$ cat src/rtl/uart_pkg.sv
// Shared UART definitions: state encodings,
// parity-mode codes and counter sizing helper.
package uart_pkg;

  typedef enum logic [4:0] {
    ST_IDLE   = 5'b00001,
    ST_START  = 5'b00010,
    ST_SHIFT  = 5'b00100,
    ST_PARITY = 5'b01000,
    ST_STOP   = 5'b10000
  } uart_state_e;

  localparam logic [1:0] PAR_NONE = 2'b00;
  localparam logic [1:0] PAR_EVEN = 2'b01;
  localparam logic [1:0] PAR_ODD  = 2'b10;

  // bits needed to hold the value v
  function automatic int clogb2(input int v);
    int r;
    r = 1;
    for (int i = 0; i < 31; i++) begin
      if (v >= (1 << i)) r = i + 1;
    end
    return r;
  endfunction

endpackage

$ cat src/rtl/uart_rx_sync.sv
// Two-flop synchronizer for an async input
// with a registered-history falling-edge detect.
module uart_rx_sync (
  input  logic clk,
  input  logic rst_n,
  input  logic rx,
  output logic rx_s,
  output logic fall
);

  logic s1;
  logic rx_s_d;

  // sync chain plus one-cycle history, all idle-high
  always_ff @(posedge clk) begin
    if (!rst_n) begin
      s1     <= 1'b1;
      rx_s   <= 1'b1;
      rx_s_d <= 1'b1;
    end else begin
      s1     <= rx;
      rx_s   <= s1;
      rx_s_d <= rx_s;
    end
  end

  assign fall = rx_s_d & ~rx_s;

endmodule

$ cat src/rtl/uart_rx.sv
// UART receiver: start detect, mid-bit sampling,
// optional parity check and stop-bit check.
module uart_rx
  import uart_pkg::*;
#(
  parameter int    CLK_FREQ  = 50_000_000,
  parameter int    BAUD_RATE = 9600,
  parameter string PARITY    = "None",
  parameter int    FRAME_WD  = 8
) (
  input  logic                clk,
  input  logic                rst_n,
  input  logic                rx,
  output logic [FRAME_WD-1:0] dout,
  output logic                rx_valid,
  output logic                parity_err,
  output logic                frame_err,
  output logic                busy
);

  localparam int BAUD_DIV = CLK_FREQ / BAUD_RATE;
  localparam int HALF     = BAUD_DIV / 2;

  localparam logic [1:0] PMODE =
    (PARITY == "None") ? PAR_NONE :
    (PARITY == "Even") ? PAR_EVEN : PAR_ODD;
  localparam bit HAS_PAR = (PMODE != PAR_NONE);

  localparam int CW = clogb2(BAUD_DIV);
  localparam int BW = clogb2(FRAME_WD);

  localparam logic [CW-1:0] HALF_M1 = CW'(HALF - 1);
  localparam logic [CW-1:0] DIV_M1  = CW'(BAUD_DIV - 1);
  localparam logic [BW-1:0] BITS_M1 = BW'(FRAME_WD - 1);

  uart_state_e         state;
  logic [CW-1:0]       baud_cnt;
  logic [BW-1:0]       bit_cnt;
  logic [FRAME_WD-1:0] data_reg;
  logic                par_bad;
  logic                rx_s;
  logic                fall;
  logic                exp_par;
  logic                wrap;

  uart_rx_sync u_sync (
    .clk   (clk),
    .rst_n (rst_n),
    .rx    (rx),
    .rx_s  (rx_s),
    .fall  (fall)
  );

  assign exp_par = (PMODE == PAR_EVEN) ? ^data_reg : ~^data_reg;
  assign wrap    = (baud_cnt == DIV_M1);
  assign busy    = (state != ST_IDLE);

  // frame FSM with baud/bit counters and registered outputs
  always_ff @(posedge clk) begin
    if (!rst_n) begin
      state      <= ST_IDLE;
      baud_cnt   <= '0;
      bit_cnt    <= '0;
      data_reg   <= '0;
      par_bad    <= 1'b0;
      dout       <= '0;
      rx_valid   <= 1'b0;
      parity_err <= 1'b0;
      frame_err  <= 1'b0;
    end else begin
      rx_valid <= 1'b0;
      unique case (state)
        ST_IDLE: begin
          if (fall) begin
            state    <= ST_START;
            baud_cnt <= '0;
          end
        end
        ST_START: begin
          if (baud_cnt == HALF_M1) begin
            baud_cnt <= '0;
            bit_cnt  <= '0;
            par_bad  <= 1'b0;
            state    <= rx_s ? ST_IDLE : ST_SHIFT;
          end else begin
            baud_cnt <= baud_cnt + 1'b1;
          end
        end
        ST_SHIFT: begin
          if (wrap) begin
            baud_cnt <= '0;
            data_reg <= {rx_s, data_reg[FRAME_WD-1:1]};
            if (bit_cnt == BITS_M1) begin
              bit_cnt <= '0;
              state   <= HAS_PAR ? ST_PARITY : ST_STOP;
            end else begin
              bit_cnt <= bit_cnt + 1'b1;
            end
          end else begin
            baud_cnt <= baud_cnt + 1'b1;
          end
        end
        ST_PARITY: begin
          if (wrap) begin
            baud_cnt <= '0;
            par_bad  <= rx_s ^ exp_par;
            state    <= ST_STOP;
          end else begin
            baud_cnt <= baud_cnt + 1'b1;
          end
        end
        ST_STOP: begin
          if (wrap) begin
            baud_cnt   <= '0;
            dout       <= data_reg;
            frame_err  <= ~rx_s;
            parity_err <= HAS_PAR ? par_bad : 1'b0;
            rx_valid   <= 1'b1;
            state      <= ST_IDLE;
          end else begin
            baud_cnt <= baud_cnt + 1'b1;
          end
        end
        default: state <= ST_IDLE;
      endcase
    end
  end

endmodule

$ cat config.mk
export PLATFORM = sky130hd
export DESIGN_NAME = uart_rx
export DESIGN_NICKNAME = d
export VERILOG_FILES = /design/src/rtl/uart_pkg.sv /design/src/rtl/uart_rx_sync.sv /design/src/rtl/uart_rx.sv
export SDC_FILE = /design/constraint.sdc
export NUM_CORES = 1
export LEC_CHECK = 0
export ABC_CLOCK_PERIOD_IN_PS = 2500
export BUFFER_PORTS_ARGS = -buffer_cell sky130_fd_sc_hd__buf_2
export CORE_AREA = 5 5 54 92
export CTS_CLUSTER_DIAMETER = 100
export DETAILED_ROUTE_END_ITERATION = 8
export DIE_AREA = 0 0 59 97
export PLACE_DENSITY_LB_ADDON = 0.25
export SLEW_MARGIN = 5
export SYNTH_ARGS = -nofsm -noshare
export SYNTH_HDL_FRONTEND = slang
export SYNTH_HIERARCHICAL = 1
export SYNTH_SLANG_ARGS = --single-unit
$ cat constraint.sdc
create_clock -name clk -period 2.5 [get_ports clk]
set_input_delay 0.125 -clock clk [delete_from_list [all_inputs] [get_ports clk]]
set_output_delay 0.125 -clock clk [all_outputs]
set_load 0.02 [all_outputs]
# After elaboration in Yosys (flattened, before gate mapping)
# Index checks and enable logic that the tools add are counted.
# totals
output_inout_bits,12
register_bits,43
wordCells,55
in_bits,3
# classes
muxes,17
eq_ne,15
add_sub_neg,2
reduce_logical,9
bitwise,2
# ops
operator,count
13-bit two-way mux,3
13-bit one-hot mux with 3 select lines,1
5-bit two-way mux,6
5-bit one-hot mux with 5 select lines,1
13-bit by 1-bit adder with 13-bit output (second input constant),1
13-bit by 12-bit equality test with 1-bit output (second input constant),1
13-bit equality test (second input constant),1
4-bit two-way mux,3
2-bit inequality test (second input constant),6
4-bit one-hot mux with 2 select lines,1
2-bit AND reduction,4
6-bit AND reduction,1
5-bit by 1-bit equality test with 1-bit output (second input constant),1
5-bit by 2-bit equality test with 1-bit output (second input constant),1
5-bit by 3-bit equality test with 1-bit output (second input constant),1
5-bit by 4-bit equality test with 1-bit output (second input constant),1
5-bit equality test (second input constant),1
5-bit by 1-bit inequality test with 1-bit output (second input constant),1
4-bit by 1-bit adder with 4-bit output (second input constant),1
4-bit by 3-bit equality test with 1-bit output (second input constant),1
3-bit two-way mux,1
3-bit AND reduction,1
3-bit nonzero test,1
3-bit OR reduction,1
other kinds (4),4

# Depth between registers and ports, before layout
# logic_depth
ltp_word,4
depth_mapped,7
depth_no_buf,6

# Hierarchy
# The synthesis kept the hierarchy.
# modules_own_cells
mod,cells_per_inst,seq_area_each_um2,area_per_inst_um2,n_inst
uart_rx,215,780.7,1890.6,1
uart_rx_sync,7,60.1,85.1,1

# Worst setup path before layout
# Ideal clock, no wire load.
# synth_path
path_type,register to register
start,register baud_cnt[0]
end,register bit_cnt[3]
path_buffers,0
setup_ps,70
stages_incl_launch_ff,7
t_arrival_ps,1798
setup_slack_ps,632
required_time_ps,2430
period_less_slack_ps,1868
path_cell_list,dfxtp_1 -> ha_1 -> nor4b_1 -> nand4_1 -> and2_4 -> or4_1 -> a21oi_1
# synth_via
elab_chain_len,3
elab_cells_between_ends,5
cone_classes,eq/ne: 4; reduce/logical: 1
# synth_rtl
item,line,text
start: declaration,uart_rx.sv:37,logic [CW-1:0] baud_cnt;
start signal: assignment,uart_rx.sv:86,baud_cnt <= baud_cnt + 1'b1;
start signal: assignment,uart_rx.sv:100,baud_cnt <= baud_cnt + 1'b1;
start signal: assignment,uart_rx.sv:109,baud_cnt <= baud_cnt + 1'b1;
13-bit by 12-bit equality test with 1-bit output / 13-bit equality test (equally long branches),"uart_rx.sv:80, uart_rx.sv:55",
2-bit inequality test (no line),-,
3-bit AND reduction (no line) (*),-,
end signal: assignment,uart_rx.sv:97,bit_cnt <= bit_cnt + 1'b1;
end: declaration,uart_rx.sv:38,logic [BW-1:0] bit_cnt;
# Every way passes the cells marked *; elsewhere a longest branch is shown, timed or not.
# A chain may end at the register's enable or synchronous reset.

# Final worst setup path
# layout_path
start,register baud_cnt[4]
end,register baud_cnt[9]
# layout_via
elab_chain_len,3
elab_cells_between_ends,6
cone_classes,add/sub: 1; eq/ne: 2; mux: 3
# layout_rtl
item,line,text
"13-bit by 1-bit adder with 13-bit output, or another cell as far along",-,
"13-bit two-way mux, on equally long branches",-,
13-bit one-hot mux with 3 select lines (*),uart_rx.sv:72,unique case (state)
# Marked as above.

==> results.md <==
- CTS tree: built
- Most frequent standard cell in the layout excluding fill and tap cells: sky130_fd_sc_hd__dfxtp_1
- Via count of the first global-routing pass: 1680
- Critical Setup Path Class: reg2reg
- Skew-Pair Late Insertion Delay: 0.29 ns
- PostCTS Resize Cnt: 0
- GRT Max-Usage Layer: met2
- Hold buffer count at cts: 0
- Number of register bits inferred by synthesis: 42
- Number of failing setup endpoints in the final timing report: 0
- Ant. Diodes: 0
- Syn Area/Cell: 8.90 µm²
- Average routed wire per standard cell: 15.3 µm
- Cell Rows: 31
- GRT Overall Usage: 16.6%
- Relative contribution of sequential cells to total power: 57.9%
- Vias per inst: 5.81
- Post-CTS Repair Setup Buffers: 0
- Remaining global-route overflow: 0
- Setup TNS: 0 ns
- Multi-input combinational cell area: 0.00107 mm²
- Net Sw Power: 0.264 mW
- Initial Util: 48.1%
- Largest net degree at the start of global routing: 19
- Ratio of total power to cell area: 540 mW/mm²
- Fraction of power spent switching nets: 22.6%
- Ys Warns: 6
- Num CTS Buffers: 5
- Slew HR: 63.1%
- Final min period: 2.20 ns
- Boundary Pins: 15
- Slew Limit Fails: 0
- First drt pass iteration count: 4
- Post-route non-filler standard cell count: 285
- Hold endpoint: u_sync/s1$_SDFF_PN1_
- Number of placed instances with taps included: 277
- Fill cell total of the finished layout: 414
- Global-route wire length before repair: 7510 µm
- Total area of sequential cells: 841 µm²
- Highest-count cells in the layout ignoring fill and taps: 42 x sky130_fd_sc_hd__dfxtp_1, 29 x sky130_fd_sc_hd__nand2_1, 20 x sky130_fd_sc_hd__nor2_1, 18 x sky130_fd_sc_hd__a21oi_1
- Max FFs per register: 13
- Post-layout power: 1.17 mW
- Highest net fanout along the worst path: 16
- Net count after synthesis: 227
- Dominant register cell in the synthesized netlist: sky130_fd_sc_hd__dfxtp_1
- Clock slew at reported path FFs: 0.08 ns
- Routing usage on met1: 17.6%
- Post-synth EDFFs: 0
- Type of the most critical hold path: in2reg
- Sequential element share of the synthesized area: 42.6%
- Die Span X: 59 µm
- Sum of net half-perimeters after detailed placement: 3120 µm
- Die outline area: 0.00572 mm²
- Lkg Pwr: 0.760 nW
- Gate Count Post-Synth: 222
- Maximum operating frequency: 0.455 GHz
- Final hold violations: 0
- Start point of the worst min-delay path: rx
- Total of max-cap violations: 0
- Hold Slack: 0.0114 ns
- Tightest Pin Transition: 0.551 ns
- Result of the run: complete, no violations
- Antenna Nets Post-Route: 0
- Distinct cells, synth: 51
- Final cycle utilization of the critical path: 87.9%
- DRC violation total after the first TritonRoute iteration: 50
- Clock tree root driver cell: sky130_fd_sc_hd__clkbuf_8
- Fraction of registers with async set or reset after synthesis: 0%
- Arrival time worst endpoint: 2.37 ns
- Share of post-route cells with drive strength above 1: 14.8%
- Proportion of power drawn by combinational gates: 3.1%
- Total number of clock tree sinks: 42
- Worst R2R Setup Slack: 0.30 ns
- CP endpoint kind: flop
- Worst reg2reg path depth: 5
- Startpoint of the worst-slack reg-to-reg timing path: baud_cnt[4]$_SDFFE_PN0P_
- DRT Wirelength: 4350 µm
- Die span in y: 97 µm
- Area Overhead vs Synth: 9.50%
- Count of H-tree levels built during CTS: 2
- Global Route met2 Usage: 29.3%
- Critical Path RT: 2.67 ns
- Type of element launching the critical path: flop
- Total vias in the final route: 1657
- Maximum buffer depth of the clock tree: 2
- Clk_skew: 0.00660 ns
- Setup repair after global routing missed its margin: false
- Placeable core region: 0.00411 mm²
- FF-to-FF End: baud_cnt[9]$_SDFFE_PN0P_
- Number of nets in the finished design: 240
- Count of unresolved DRC violations after routing: 0
- Share of total power in the clock network: 39.1%
- Final weighted congestion of routability-driven global placement: 0.820
- Post-Synthesis Cell Area: 0.00198 mm²
- Number of buffers inserted by port buffering: 13
- Internal power of the cells: 0.904 mW
- Met3 demand-to-capacity share in global routing: 3.73%
- Number of antenna violations at the first check in global routing: 0
- Final Core Density: 52.6%
- Maximum ir drop on the vdd rail: 0.338 mV
- Hold path depth: 2
[power groups by stage]
stage / logic, mW / registers [mW] / clock network, mW
3_5_place_dp: 0.0357 / 0.692 / 0
4_1_cts: 0.0358 / 0.676 / 0.472
3_3_place_gp: 0.0353 / 0.692 / 0
2_1_floorplan: 0.0272 / 0.691 / 0
6_report: 0.0357 / 0.676 / 0.457
5_1_grt: 0.0384 / 0.677 / 0.504
[synthesized netlist by cell type (2+ instances only)]
cell	number	area share, %
sky130_fd_sc_hd__and2_4	2	0.89
sky130_fd_sc_hd__nor4bb_1	2	1.0
sky130_fd_sc_hd__dfxtp_1	42	43
sky130_fd_sc_hd__a311oi_1	3	1.3
sky130_fd_sc_hd__a211oi_1	3	1.1
sky130_fd_sc_hd__inv_1	3	0.57
sky130_fd_sc_hd__or4_1	2	0.76
sky130_fd_sc_hd__or4b_2	2	1.0
sky130_fd_sc_hd__nand3_1	13	3.3
sky130_fd_sc_hd__nor4b_4	2	2.4
sky130_fd_sc_hd__buf_2	3	0.76
sky130_fd_sc_hd__o21ai_0	5	1.3
sky130_fd_sc_hd__nor3_1	3	0.76
sky130_fd_sc_hd__ha_1	2	1.3
sky130_fd_sc_hd__nand2_1	29	5.5
sky130_fd_sc_hd__and4_1	2	0.89
sky130_fd_sc_hd__nand3b_1	4	1.5
sky130_fd_sc_hd__xnor2_1	4	1.8
sky130_fd_sc_hd__a21oi_1	18	4.6
sky130_fd_sc_hd__nand2b_1	3	0.95
sky130_fd_sc_hd__nand4_1	5	1.6
sky130_fd_sc_hd__a31oi_1	5	1.6
sky130_fd_sc_hd__mux2i_1	9	4.6
sky130_fd_sc_hd__clkbuf_1	4	0.76
sky130_fd_sc_hd__nor2b_1	2	0.63
sky130_fd_sc_hd__nor4b_1	3	1.3
sky130_fd_sc_hd__or3_1	4	1.3
sky130_fd_sc_hd__nor2_1	20	3.8
[worst max-delay path: stages (launching register included)]
cell and delay [ns]:
sky130_fd_sc_hd__dfxtp_1 0.50, sky130_fd_sc_hd__nor4bb_1 0.44, sky130_fd_sc_hd__nand3_1 0.25, sky130_fd_sc_hd__a22o_1 0.45
sky130_fd_sc_hd__o21ai_1 0.35, sky130_fd_sc_hd__nor2_1 0.09
[stage by stage]
step	setup WS [ns]	cell area [µm²]
3_3_place_gp	0.445	2070
5_1_grt	0.0974	2160
3_5_place_dp	0.350	2070
2_1_floorplan	0.632	1980
4_1_cts	0.338	2160
6_report	0.303	2160
[metal layers]
metal	vias to the layer above	part of all wire (%)
met4	0	2.0
met1	776	41
li1	840	-
met3	10	3.1
met2	31	54
met5	-	0
[cell families after synthesis]
group / after synthesis / share of synthesized area [%]
adders and majority gates: 2 / 1.27
buffers and inverters: 13 / 3.23
AOI/OAI and AO/OA: 44 / 14.6
xor gates and xnor gates: 4 / 1.77
and+or+nand+nor: 107 / 31.8
muxes: 9 / 4.56
DFF: 42 / 42.6
other: 1 / 0.190
[final cells by class]
class | instances | area share (%)
clock inverters | 2 | 0.578
clock buffers | 6 | 3.82
well taps | 49 | 2.83
flip-flops and latches | 42 | 38.9
repair buffers | 15 | 3.70
multi-input cells | 167 | 49.5
inverters | 4 | 0.694
[how the worst max path moves through the flow]
stage                                        start                        to  cells past startpoint
after detailed placement  baud_cnt[4]$_SDFFE_PN0P_  baud_cnt[9]$_SDFFE_PN0P_                      5
after floorplan           baud_cnt[0]$_SDFFE_PN0P_   bit_cnt[3]$_SDFFE_PN0P_                      6
after global routing      baud_cnt[4]$_SDFFE_PN0P_  baud_cnt[5]$_SDFFE_PN0P_                      5
after global placement    baud_cnt[0]$_SDFFE_PN0P_  baud_cnt[7]$_SDFFE_PN0P_                      6
final                     baud_cnt[4]$_SDFFE_PN0P_  baud_cnt[9]$_SDFFE_PN0P_                      5
after CTS                 baud_cnt[4]$_SDFFE_PN0P_  baud_cnt[9]$_SDFFE_PN0P_                      5
(Power assumes the default switching activity.)
